### src/rtl/neuron.sv
// rtl/neuron.sv - time-multiplexed fixed-point neuron, y = sat(sum(x*w) >>> FRAC + bias)
//
// Ports:
//   clk            rising-edge clock
//   reset          asynchronous active-low reset (0 = reset)
//   input_data     N packed signed inputs, x_i at [i*R +: R]
//   weight         N packed signed weights, w_i at [i*R +: R]
//   bias           signed bias, output Q-format
//   output_neuron  signed registered output, updated once per N-cycle sweep

module neuron #(
    parameter int input_data_size = 1,
    parameter int resolution      = 8
) (
    input  logic                                    clk,
    input  logic                                    reset,
    input  logic [input_data_size*resolution-1:0]   input_data,
    input  logic [input_data_size*resolution-1:0]   weight,
    input  logic [resolution-1:0]                   bias,
    output logic [resolution-1:0]                   output_neuron
);

    localparam int N    = input_data_size;
    localparam int R    = resolution;
    localparam int FRAC = R - 1;
    localparam int CW   = (N > 1) ? $clog2(N) : 1;
    // Sum of N full-width products plus one guard bit can never overflow.
    localparam int AW   = 2 * R + $clog2(N) + 1;

    localparam logic [CW-1:0]        LAST = CW'(N - 1);
    localparam logic signed [AW-1:0] MAXV = {{(AW-R+1){1'b0}}, {(R-1){1'b1}}};
    localparam logic signed [AW-1:0] MINV = {{(AW-R+1){1'b1}}, {(R-1){1'b0}}};

    logic [CW-1:0]          cnt;
    logic signed [AW-1:0]   acc;

    logic signed [R-1:0]    x_sel;
    logic signed [R-1:0]    w_sel;
    logic signed [2*R-1:0]  prod;
    logic signed [AW-1:0]   prod_ext;
    logic signed [AW-1:0]   acc_next;
    logic signed [AW-1:0]   bias_ext;
    logic signed [AW-1:0]   shifted;
    logic signed [AW-1:0]   total;
    logic [R-1:0]           sat_val;

    always_comb begin
        x_sel    = input_data[int'(cnt)*R +: R];
        w_sel    = weight[int'(cnt)*R +: R];
        prod     = x_sel * w_sel;
        prod_ext = {{(AW-2*R){prod[2*R-1]}}, prod};
        // Index 0 starts a fresh sweep, discarding the previous total.
        acc_next = (cnt == '0) ? prod_ext : acc + prod_ext;
        bias_ext = {{(AW-R){bias[R-1]}}, bias};
        // Arithmetic shift floors toward -inf; bias joins after scaling.
        shifted  = acc_next >>> FRAC;
        total    = shifted + bias_ext;
        if (total > MAXV) begin
            sat_val = MAXV[R-1:0];
        end else if (total < MINV) begin
            sat_val = MINV[R-1:0];
        end else begin
            sat_val = total[R-1:0];
        end
    end

    always_ff @(posedge clk or negedge reset) begin
        if (!reset) begin
            cnt           <= '0;
            acc           <= '0;
            output_neuron <= '0;
        end else begin
            cnt <= (cnt == LAST) ? '0 : cnt + 1'b1;
            acc <= acc_next;
            if (cnt == LAST) begin
                output_neuron <= sat_val;
            end
        end
    end

endmodule

### config.mk
export PLATFORM = sky130hd
export DESIGN_NAME = neuron
export DESIGN_NICKNAME = d
export VERILOG_FILES = /design/src/rtl/neuron.sv
export SDC_FILE = /design/constraint.sdc
export NUM_CORES = 1
export LEC_CHECK = 0
export ABC_AREA = 1
export BUFFER_PORTS_ARGS = -buffer_cell sky130_fd_sc_hd__buf_2
export CORE_MARGIN = 3
export CORE_UTILIZATION = 40
export CTS_BUF_LIST = sky130_fd_sc_hd__clkbuf_4 sky130_fd_sc_hd__clkbuf_8
export CTS_CLUSTER_DIAMETER = 60
export DETAILED_ROUTE_END_ITERATION = 7
export GPL_TIMING_DRIVEN = 0
export HOLD_SLACK_MARGIN = 0.15
export PLACE_DENSITY = 0.64
export SYNTH_ARGS = -nofsm -noshare
export SYNTH_HDL_FRONTEND = slang
export SYNTH_SLANG_ARGS = --single-unit
### constraint.sdc
create_clock -name clk -period 0.8 [get_ports clk]
set_input_delay 0.12 -clock clk [delete_from_list [all_inputs] [get_ports clk]]
set_output_delay 0.12 -clock clk [all_outputs]
set_load 0.01 [all_outputs]
==> run metrics <==
CP max-delay cell=fa_1; area of the multi-input gates=roughly 2900 sq um; drt first pass iters=4; final worst setup slack=-3.95 ns; CP Data Required Time=roughly 0.90 ns; Final Wtd Congestion=approximately 0.82; Yosys warning total=0; Top reg by flops=output_neuron; Worst Path Buf+Inv=9; compound-cell area share of the yosys netlist=0.0431; register area share after synthesis=0.0616; CORE AREA=approximately 7800 sq um; Initial Utilization=0.417; largest net degree at the start of global routing=9; post-synth top area share=0.332; H-Tree Depth=1; Final Setup Violations=16; crit-path most repeated cell=nand2_1; hold crit path type=in -> reg; share of layout cells above drive strength 1=0.283; initial drt markers=86; Synth Area in XOR/XNOR=0.0431; critical path depth=32; Clock Path Buffers=2; Worst Hold Launch=bias[0]; detailed placer's ending HPWL=around 5.5 mm; Unique masters post-synth=24; die extent in y=96.2 um; failing checks=negative setup slack; post-synthesis mux area share=0; Site Rows=32; family with the most delay on the worst path=adder cells; dpl ws=-4.28 ns; Antenna Cells=0; Die X=96.2 um; Vias=2736; Slew HR=0.787; ranking of synthesized cells by area=fa_1 33%, inv_1 15%, nand2_1 14%; number of global-route vias before repair=~2.8k; FF+latch count, synth=8; commonest cells in the netlist=132 x inv_1, 122 x nand2_1, 54 x fa_1, 36 x ha_1, 16 x nand3_1; worst endpoint data arrival time=about 5 ns; Placed Instances=around 570; critical-path maximum fanout=7; Avg WL per Cell=approximately 11 um; Nets=613; residual DRC count=0; die area=roughly 9200 sq um; clock root buffer master=clkbuf_8; I/O Buffers=22; hold endpoint=output_neuron[0]; Largest register FFs=8; cells after synthesis=between 400 and 500; Critical Path Start Type=input port; final WL=about 6.4 mm; Slew @ Worst Pin=0.318 ns; Cell Area, Placed=roughly 3800 sq um; RSZ-0062 raised after global routing=yes; Synth async-reset ratio=1.00; cell area after synthesis=~3300 sq um; global-route wire length before repair=~12 mm; Max Slew Vio Count=0; Synth Area in Simple Gates=0.216; Main synth FF type=dfrtp_1; global route total overflow=0; crit path capture type=register; register area=200 sq um; initial antenna violation count=0; minimum clock period=approximately 4.8 ns; top flop regs=output_neuron x8; FILL cells=759; number of synthesized flops with an enable pin=0; # IOs=34; CTS Buf Count=3; post-route ant nets=0; Max Freq=0.210 GHz; fin util=0.536; slowest stage delay, CP=0.54 ns; total global-route track usage=0.151; Yosys top cell by area=fa_1; largest family of logic cells by synthesized area=adder cells; clock slew at reported path FFs=around 0.040 ns; Max-Cap Viols=0; Syn-to-layout area delta=28.7%; final instance area=4190 sq um; Vias/cell=4.58; Net Count, Synth=approximately 560; adder-cell share of the synthesized area=0.471; synthesized area per cell=approximately 7.3 sq um; clock sink total=8; Final Cycle Share=5.94; Non-Filler Instances=around 600; final hold vios=0; WHS Path Cells=4; CTS tree=yes; status=complete, but fails checks; top-count cell post-synth=inv_1; critical path class=in -> reg
final cells by class:
| class | instances | area share |
|---|---|---|
| multi-input cells | 297 | 0.687 |
| well taps | 102 | 0.0305 |
| repair buffers | 44 | 0.0696 |
| inverters | 132 | 0.119 |
| clock buffers | 3 | 0.00986 |
| plain buffers | 11 | 0.0359 |
| flip-flops and latches | 8 | 0.0478 |
what timing repair did:
item                                    in CTS  in global routing
gates resized for setup                     23                 30
cloned                                       0                  0
hold buffers                                 1                  0
buffers inserted                            13                  8
endpoints found under the setup margin      16                 16
endpoints found under the hold margin        8                  0
pin swaps                                   44                 44
cells by family after synthesis:
family                     count (synthesis)
adders and majority gates                 90
and+or+nand+nor                          170
AOI/OAI and AO/OA                         21
xor gates and xnor gates                  16
DFF                                        8
buffers and inverters                    143
metrics by stage:
step / hold slack, ns / TNS, ns
after floorplan: -0.176 / -29.45
after global placement: -0.0406 / -33.40
after detailed placement: -0.0369 / -33.74
after CTS: 0.218 / -31.21
after global routing: 0.267 / -34.21
final: 0.224 / -31.62
worst max-delay path by stage:
stage | startpoint | end | slack, ns
2_1_floorplan | input_data[5] | output_neuron[0] | -3.73
3_3_place_gp | weight[7] | output_neuron[6] | -4.23
3_5_place_dp | weight[7] | output_neuron[4] | -4.28
4_1_cts | weight[7] | output_neuron[4] | -3.91
5_1_grt | weight[7] | output_neuron[2] | -4.26
6_report | weight[7] | output_neuron[2] | -3.95
cells in the final DEF, fill, tap and decap left out, types with 11 or more instances in the layout:
master	n
buf_4	20
buf_2	22
ha_1	23
fa_1	52
nand2_2	23
nand2_1	102
inv_1	120
nand3_1	11
inv_2	11
ha_4	13
routing by layer:
layer | up-vias | global-route usage | part of all wire
met5 | - | 0 | 0
met4 | 0 | 0.0154 | 0.0080
met3 | 6 | 0.00625 | 0.030
met2 | 42 | 0.288 | 0.53
met1 | 1304 | 0.193 | 0.43
li1 | 1384 | - | -
Power is not shown: default switching activity piles up to over one toggle a cycle in this logic, so the estimate is an artifact.
